[config.mk]
export PLATFORM = sky130hd
export DESIGN_NAME = rls_result_serializer_flat
export DESIGN_NICKNAME = d
export VERILOG_FILES = /design/src/rtl/rls_ser_pkg.sv /design/src/rtl/rls_result_serializer_if.sv /design/src/rtl/rls_sync_fifo.sv /design/src/rtl/rls_result_serializer.sv /design/src/flat_wrapper.sv
export SDC_FILE = /design/constraint.sdc
export NUM_CORES = 1
export LEC_CHECK = 0
export CELL_PAD_IN_SITES_DETAIL_PLACEMENT = 0
export CELL_PAD_IN_SITES_GLOBAL_PLACEMENT = 1
export CORE_ASPECT_RATIO = 1.5
export CORE_MARGIN = 5
export CORE_UTILIZATION = 50
export DETAILED_ROUTE_END_ITERATION = 10
export PLACE_DENSITY_LB_ADDON = 0.1
export SETUP_SLACK_MARGIN = 0.2
export SLEW_MARGIN = 20
export SYNTH_ARGS = -nofsm -noshare
export SYNTH_HDL_FRONTEND = slang
export SYNTH_SLANG_ARGS = --single-unit
[constraint.sdc]
create_clock -name clk -period 4.55 [get_ports clk]
set_input_delay 0.455 -clock clk [delete_from_list [all_inputs] [get_ports clk]]
set_output_delay 0.455 -clock clk [all_outputs]
set_load 0.02 [all_outputs]
[src/rtl/rls_ser_pkg.sv]
// rls_ser_pkg: shared state encoding, sync byte and word geometry for the result serializer
package rls_ser_pkg;
    typedef enum logic [1:0] {S_IDLE, S_HDR, S_SEND} state_t;
    localparam logic [7:0] SYNC_BYTE = 8'hA5;
    function automatic int bytes_per_word(input int n);
        return n / 8;
    endfunction
endpackage

[src/rtl/rls_result_serializer_if.sv]
// rls_result_serializer_if: sample strobe in, byte stream out with valid/ready
interface rls_result_serializer_if #(parameter int nBits = 32);
    logic             write;
    logic [nBits-1:0] x;
    logic [7:0]       out_data;
    logic             out_valid;
    logic             out_ready;
    modport master (output write, x, out_ready, input out_data, out_valid);
    modport slave  (input write, x, out_ready, output out_data, out_valid);
endinterface

[src/rtl/rls_sync_fifo.sv]
// rls_sync_fifo: single-clock FIFO; pop_data always shows the current head word
module rls_sync_fifo #(
    parameter int nBits = 32,
    parameter int DEPTH = 16
) (
    input  logic                       clk,
    input  logic                       reset,
    input  logic                       push,
    input  logic [nBits-1:0]           push_data,
    input  logic                       pop,
    output logic [nBits-1:0]           pop_data,
    output logic [$clog2(DEPTH):0]     level,
    output logic                       full,
    output logic                       empty
);
    localparam int AW = $clog2(DEPTH);
    logic [nBits-1:0] r_mem [DEPTH];
    logic [AW-1:0]    r_wr, r_rd;
    logic [AW:0]      r_level;
    logic             w_push, w_pop;
    assign full     = r_level == (AW+1)'(DEPTH);
    assign empty    = r_level == '0;
    assign w_push   = push & ~full;
    assign w_pop    = pop & ~empty;
    assign pop_data = r_mem[r_rd];
    assign level    = r_level;
    always_ff @(posedge clk)
        if (w_push) r_mem[r_wr] <= push_data;
    always_ff @(posedge clk) begin
        if (reset) begin
            r_wr    <= '0;
            r_rd    <= '0;
            r_level <= '0;
        end else begin
            if (w_push) r_wr <= r_wr + 1'b1;
            if (w_pop) r_rd <= r_rd + 1'b1;
            r_level <= r_level + {{AW{1'b0}}, w_push} - {{AW{1'b0}}, w_pop};
        end
    end
endmodule

[src/rtl/rls_result_serializer.sv]
// rls_result_serializer: buffers sample words and streams them MSB-first as bytes.
// Define RLS_FRAME_HDR_EN to prefix every word with SYNC_BYTE.
module rls_result_serializer
    import rls_ser_pkg::*;
#(
    parameter int nBits = 32,
    parameter int DEPTH = 16,
    parameter int AW    = $clog2(DEPTH)
) (
    input  logic                     clk,
    input  logic                     reset,
    rls_result_serializer_if.slave   bus,
    output logic [AW:0]              level,
    output logic                     overflow
);
    localparam int NB = bytes_per_word(nBits);
    localparam int IW = NB > 1 ? $clog2(NB) : 1;
`ifdef RLS_FRAME_HDR_EN
    localparam state_t S_LOAD = S_HDR;
`else
    localparam state_t S_LOAD = S_SEND;
`endif
    state_t           r_state;
    logic [nBits-1:0] r_sh;
    logic [IW-1:0]    r_idx;
    logic             r_valid, r_ovf;
    logic [nBits-1:0] w_head;
    logic             w_full, w_empty, w_hs, w_last, w_pop;
    rls_sync_fifo #(.nBits(nBits), .DEPTH(DEPTH)) u_fifo (
        .clk(clk), .reset(reset), .push(bus.write), .push_data(bus.x), .pop(w_pop),
        .pop_data(w_head), .level(level), .full(w_full), .empty(w_empty)
    );
    assign w_hs   = r_valid & bus.out_ready;
    assign w_last = r_idx == IW'(NB - 1);
    // a pop both starts a word from IDLE and chains the next word on the final byte
    assign w_pop  = ~w_empty & (r_state == S_IDLE | (r_state == S_SEND & w_hs & w_last));
    always_ff @(posedge clk) begin
        if (reset) begin
            r_state <= S_IDLE;
            r_sh    <= '0;
            r_idx   <= '0;
            r_valid <= 1'b0;
            r_ovf   <= 1'b0;
        end else begin
            if (bus.write & w_full) r_ovf <= 1'b1;
            if (w_pop) begin
                r_sh    <= w_head;
                r_idx   <= '0;
                r_state <= S_LOAD;
                r_valid <= 1'b1;
            end else if (r_state == S_HDR && w_hs) begin
                r_state <= S_SEND;
            end else if (r_state == S_SEND && w_hs) begin
                if (!w_last) begin
                    r_sh  <= r_sh << 8;
                    r_idx <= r_idx + 1'b1;
                end else begin
                    r_state <= S_IDLE;
                    r_valid <= 1'b0;
                end
            end
        end
    end
    assign bus.out_data  = r_state == S_HDR ? SYNC_BYTE : r_sh[nBits-1 -: 8];
    assign bus.out_valid = r_valid;
    assign overflow      = r_ovf;
endmodule

[src/flat_wrapper.sv]
// flat-port wrapper written by rule: the top's interface ports become plain ports
module rls_result_serializer_flat import rls_ser_pkg::*;
#(
    parameter int nBits = 32,
    parameter int DEPTH = 16,
    parameter int AW    = $clog2(DEPTH)
)
  (clk, reset, level, overflow, bus_write, bus_x, bus_out_ready, bus_out_data, bus_out_valid);
  rls_result_serializer_if #(.nBits(nBits)) bus_i ();
  input  logic clk;
  input  logic reset;
  output logic [AW:0] level;
  output logic overflow;
  input wire logic [$bits(bus_i.write)-1:0] bus_write;
  input wire logic [$bits(bus_i.x)-1:0] bus_x;
  input wire logic [$bits(bus_i.out_ready)-1:0] bus_out_ready;
  output wire logic [$bits(bus_i.out_data)-1:0] bus_out_data;
  output wire logic [$bits(bus_i.out_valid)-1:0] bus_out_valid;
  assign bus_i.write = bus_write;
  assign bus_i.x = bus_x;
  assign bus_i.out_ready = bus_out_ready;
  assign bus_out_data = bus_i.out_data;
  assign bus_out_valid = bus_i.out_valid;
  rls_result_serializer #(.nBits(nBits), .DEPTH(DEPTH), .AW(AW)) u_core (.clk(clk), .reset(reset), .bus(bus_i), .level(level), .overflow(overflow));
endmodule
# After elaboration in Yosys (flattened, before gate mapping)
# Memories as Yosys holds them, arrays and structs flattened. A register that Yosys moved wholly into a read port is not among the register bits.
# Index checks and enable logic that the tools add are counted.
dict set report totals {
  romBits 0
  input_bits 36
  wordCells 53
  output_inout_bits 15
  reg_bits 50
  latchBits 0
  mem_count 1
  ram_bits 512
}
# memory words word_bits rd rd_clocked_by_memory_dff write_ports line_no
set mem_list {}
lappend mem_list {u_core.u_fifo.r_mem 16 32 1 1 1 rls_sync_fifo.sv:17} ;# logic [nBits-1:0] r_mem [DEPTH];
dict set report op_classes {
  multipliers 0
  shifts 0
  div 0
  add_sub_neg 5
  order_cmp 0
  muxes 13
  reduce_logical 12
  bitwise 11
  eq_ne 3
}
# operator n
set ops {}
lappend ops {{32-bit two-way mux} 3}
lappend ops {{4-bit by 1-bit adder with 4-bit output (second input constant)} 2}
lappend ops {{4-bit two-way mux} 2}
lappend ops {{2-bit AND reduction} 4}
lappend ops {{1-bit AND} 7}
lappend ops {{2-bit two-way mux} 3}
lappend ops {{3-bit nonzero test} 2}
lappend ops {{5-bit by 1-bit adder with 5-bit output} 1}
lappend ops {{5-bit equality test (second input constant)} 1}
lappend ops {{5-bit zero test} 1}
lappend ops {{1-bit two-way mux} 5}
lappend ops {{5-bit by 1-bit subtractor with 5-bit output} 1}
lappend ops {{2-bit nonzero test} 2}
lappend ops {{1-bit NOT} 3}
lappend ops {{2-bit by 1-bit adder with 2-bit output (second input constant)} 1}
lappend ops {{2-bit equality test (second input constant)} 1}
lappend ops {{2-bit zero test} 1}
lappend ops {{2-bit inequality test (second input constant)} 1}
lappend ops {{2-bit OR reduction} 1}
lappend ops {{1-bit logical AND} 1}
lappend ops {{1-bit OR} 1}

# Depth between registers and ports, before layout
dict set report depth {
  depth_word 8
  mapped_depth 14
  depth_no_buf 13
}

# By module
# Synthesis repeated with hierarchy kept, for this count alone.
dict set report hier_totals {
  cells_unflattened 1053
  area_unflattened_um2 21708.3
}
# mod n_inst seq_area_each_um2 area_each_um2 cells_per_inst
set modules_own_cells {}
lappend modules_own_cells {rls_sync_fifo 1 15715.1 20009.2 891}
lappend modules_own_cells {rls_result_serializer 1 720.7 1699.1 162}

# Worst setup path after synthesis
# No wires, ideal clock.
dict set report synth_timing {
  path_type {register -> register}
  from {reg u_core.u_fifo.r_level[2], in the netlist u_core.u_fifo.level[2]}
  to {mem u_core.u_fifo.r_mem[2][0] (enable)}
  slack_ns 0.510
  setup_ns 0.461
  synth_period_minus_slack_ns 4.040
  n_path_buf 1
  required_time_ns 4.089
  arrival_time_ns 3.579
  path_stages_with_launch 8
  path_cell_list {dfxtp_1 inv_1 ha_1 nand4bb_1 and2_1 clkbuf_1 nand2_1 nor3_1}
}
dict set report synth_via {
  elab_chain_cells 5
}
# element line_no
set synth_lines {}
lappend synth_lines {{from (decl)} rls_sync_fifo.sv:19} ;# logic [AW:0] r_level;
lappend synth_lines {{from (signal assigned)} rls_sync_fifo.sv:37} ;# r_level <= r_level + {{AW{1'b0}}, w_push} - {{AW{1'b0}}, w_pop};
lappend synth_lines {{5-bit equality test} rls_sync_fifo.sv:21} ;# assign full = r_level == (AW+1)'(DEPTH);
lappend synth_lines {{1-bit NOT} rls_sync_fifo.sv:23} ;# assign w_push = push & ~full;
lappend synth_lines {{1-bit AND} rls_sync_fifo.sv:23}
lappend synth_lines {{1-bit two-way mux} rls_sync_fifo.sv:28} ;# if (w_push) r_mem[r_wr] <= push_data;
lappend synth_lines {{1-bit two-way mux (not written as such)} rls_sync_fifo.sv:28}
lappend synth_lines {{to (decl)} rls_sync_fifo.sv:17}
# Every way passes these cells.

# Final worst setup path
dict set report layout_timing {
  from {reg u_core.u_fifo.r_level[3], in the netlist u_core.u_fifo.level[3]}
  to {reg u_core.u_fifo.r_level[4], in the netlist u_core.u_fifo.level[4]}
}
dict set report layout_via {
  elab_chain_cells 5
  elab_cells_between_ends 9
  classes_between {add/sub (2); eq/ne (1); bitwise (5); reduce/logical (1)}
}
# element line_no
set layout_lines {}
lappend layout_lines {{5-bit equality test / 5-bit zero test (equally long branches)} {rls_sync_fifo.sv:21, rls_sync_fifo.sv:22}}
lappend layout_lines {{1-bit NOT, on equally long branches} {rls_sync_fifo.sv:23, rls_sync_fifo.sv:24, rls_result_serializer.sv:36}}
lappend layout_lines {{1-bit AND, on equally long branches} {rls_sync_fifo.sv:23, rls_result_serializer.sv:36}}
lappend layout_lines {{5-bit by 1-bit adder with 5-bit output / 1-bit AND (equally long branches)} {rls_sync_fifo.sv:37, rls_sync_fifo.sv:24}}
lappend layout_lines {{5-bit by 1-bit subtractor with 5-bit output *} rls_sync_fifo.sv:37}
# Mark *: on every way between the ends. The rest lies on a longest branch, timed or not.
# A chain may end at the register's enable or synchronous reset.

==> impl_results.md <==
* DIE WIDTH at 181 um
* Vias in the first global route at 10900
* Layout cells sized above 1 at between 20 and 30%
* Mean Syn Cell Area at ~21 um2
* Max Fclk at between 300 and 400 MHz
* Hold Crit Class: primary input to register
* Clock sink total at approximately 570
* Routed WL per cell at about 28 um
* Gr usage total at 20.1%
* Crit Path Max Fanout at 6
* Residual DRC count at 0
* Post-CTS setup buffer count at 0
* Final WL at approximately 48000 um
* Status: complete, no violations
* Port Buf Inserts at 50
* Hold WS at around 0.38 ns
* Core area at 43100 um2
* Clock Path Buffers at 3
* DRT antenna net count at 0
* Power Dens Cells at 520 nW/um2
* Crit path required time at 5.04 ns
* # resized after CTS at 0
* Endpoints failing setup at 0
* Critical path launch point type: register
* Commonest cells after routing, fill and taps aside: 512 x edfxtp_1, 128 x mux4_2, 51 x clkbuf_16, 49 x clkdlybuf4s50_1, 49 x dfxtp_1
* Routed via count at about 10000
* Worst-Margin Slew at about 1.1 ns
* Cells after synthesis at between 1000 and 1500
* Max IR drop VDD at between 0.3 and 0.4 mV
* Ant. Diodes at 0
* Fin crit period at a little over 3 ns
* Synth cell types at 46
* Max cap viols at 0
* CP Capture Type: register
* Async set-reset flop share out of synthesis at 0%
* Cell leakage power at 7.75 nW
* Hold-fix buffers, CTS at 0
* H-tree levels at 2
* Netlist Area Pre-Place at 21800 um2
* TritonCTS buffer count at 50
* Final HPWL DP at a little under 30000 um
* Die area at 48000 um2
* Yosys Warn Count at 0
* Final hold viol count at 0
* First-pass GRT wire length at a little over 70000 um
* Initial DRC Count at approximately 690
* First-pass DRT Iterations at 5
* Initial antenna violation count at 0
* Critical Path, Cell by Cell: inv_1, ha_1, or4b_4, nand2_4, inv_1, ha_1, inv_1, ha_1, fa_1, a21oi_1, nor2_1, or3_1, a21oi_1
* Root Driver: clkbuf_16
* Clk_lat worst skew at ~0.57 ns
* CP delay by family, top: adder cells
* CP bufs+invs at 3
* RSZ-0062 raised after global routing: no
* Clk slew on worst S/H paths at 0.06 ns
* I/O pin cnt at 51
* Initial core utilization at 50.7%
* Max-slew violations at 0
* Largest net degree at the start of global routing at between 60 and 70
* CP arrival at ~3.5 ns
* Grt ovf at 0
* Die Y at around 270 um
* Seq cells post-synth at between 500 and 600
* Clock Skew at ~0.013 ns
* Crit share post-route at between 60% and 70%
* Setup TNS at 0 ns
* GPL Wtd Cong at between 0.7 and 0.8
* CTS tree: done
* Most common cell after layout, fill and taps aside: edfxtp_1
* Seq/Total Area, Yosys at 75.3%
* Worst path max stage delay at roughly 0.53 ns
* Rel. slew slack at 26.7%
* Via density at between 5 and 6
* Main synth FF type: edfxtp_1
* Crit Path Class: register to register
* Critical path's slowest cell: or4b_4
* Synthesized Nets at 1079
* Number of synthesized flops with an enable pin at a little over 500
* Row cnt at 93
* Total Nets Final at ~1100
* P&R area growth vs syn at 13.4%
==> sequential cells by signal, summed over array words and instances (netlist names), named ones only <==
register             flops
u_core.u_fifo.r_rd       4
u_core.u_fifo.level      5
u_core.r_state           1
u_core.r_sh             32
u_core.u_fifo.r_mem    512
u_core.u_fifo.r_wr       4
u_core.overflow          1
u_core.r_idx             2
==> stage by stage <==
stage                     std cells  instance area, um2  total power, mW  setup slack, ns  util (%)
after floorplan                1030               21800             7.87            0.510         -
after global placement         1614               23000             8.64             1.40      53.5
after detailed placement       1614               23000             8.65             1.40      53.5
after CTS                      1708               24800             13.0             1.48      57.5
after global routing           1708               24800             13.4             1.28      57.5
final                          1708               24800             12.9             1.50      57.5
==> worst paths after layout <==
| kind | startpoint | to | slack (ns) | cells past startpoint |
|---|---|---|---|---|
| worst max register to register | u_core.u_fifo.level[3] | u_core.u_fifo.level[4] | 1.50 | 13 |
| worst min register to register | u_core.r_sh[4] | u_core.r_sh[4] | 0.48 | 1 |
| worst max-delay path | u_core.u_fifo.level[3] | u_core.u_fifo.level[4] | 1.50 | 13 |
| worst min-delay path | reset | u_core.u_fifo.level[2] | 0.38 | 2 |
==> layer usage <==
layer	routed length [um]	share of wire, %	vias up	GRT usage, %
met5	0	0	-	0
met4	1160	2.4	0	5.42
met3	1920	4.0	62	2.58
met2	25100	53	250	35.4
met1	19400	41	5426	26.6
li1	-	-	4418	-
==> synth_stat cells, types with 2 or more instances <==
library cell	instances	share of area, %
buf_4	16	0.55
nor2_1	41	0.70
nand3_1	4	0.092
clkbuf_1	17	0.29
o21ai_0	2	0.046
ha_1	12	0.69
o22ai_1	24	0.69
nand2b_1	3	0.086
buf_6	3	0.15
nor3_1	7	0.16
mux2i_1	40	1.8
buf_1	3	0.052
a21oi_1	8	0.18
dfxtp_1	53	4.9
nor2b_1	26	0.74
inv_1	12	0.21
buf_2	28	0.64
mux4_2	128	13
a2111oi_2	25	1.7
xnor2_1	5	0.20
edfxtp_1	512	70
a2111oi_1	12	0.55
a2111oi_0	10	0.40
xor2_1	5	0.20
a211o_1	8	0.32
nand2_1	6	0.10
==> worst register-to-register path: stages, from the launching register on <==
cell and delay, ns:
dfxtp_1 0.33, inv_1 0.08, ha_1 0.18, or4b_4 0.53, nand2_4 0.08, inv_1 0.11
ha_1 0.30, inv_1 0.04, ha_1 0.20, fa_1 0.43, a21oi_1 0.16, nor2_1 0.06
or3_1 0.33, a21oi_1 0.14
==> power breakdown <==
group | total (mW) | switching [mW] | internal, mW
logic | 2.26 | 1.27 | 1.00
registers | 6.22 | 0.255 | 5.97
clock network | 4.38 | 1.83 | 2.54
total | 12.9 | 3.35 | 9.51
==> cell families (layout without fill, tap and decap cells) <==
| logic type | Yosys count | in the layout | synth area share (%) |
|---|---|---|---|
| muxes | 169 | 169 | 15.1 |
| xor gates and xnor gates | 10 | 10 | 0.401 |
| and+or+nand+nor | 100 | 100 | 2.43 |
| adders and majority gates | 13 | 13 | 0.779 |
| AOI/OAI and AO/OA | 93 | 93 | 4.06 |
| buffers and inverters | 80 | 188 | 1.99 |
| DFF | 565 | 565 | 75.3 |
==> layout make-up <==
class	count	area (um2)
Fill cell	3225	18300
Tap cell	570	713
Clock buffer	67	1390
Inverter	12	45.0
Sequential cell	565	16400
Clock inverter	27	329
Multi-Input combinational cell	385	5080
Timing Repair Buffer	82	761
(Power assumes the default switching activity.)
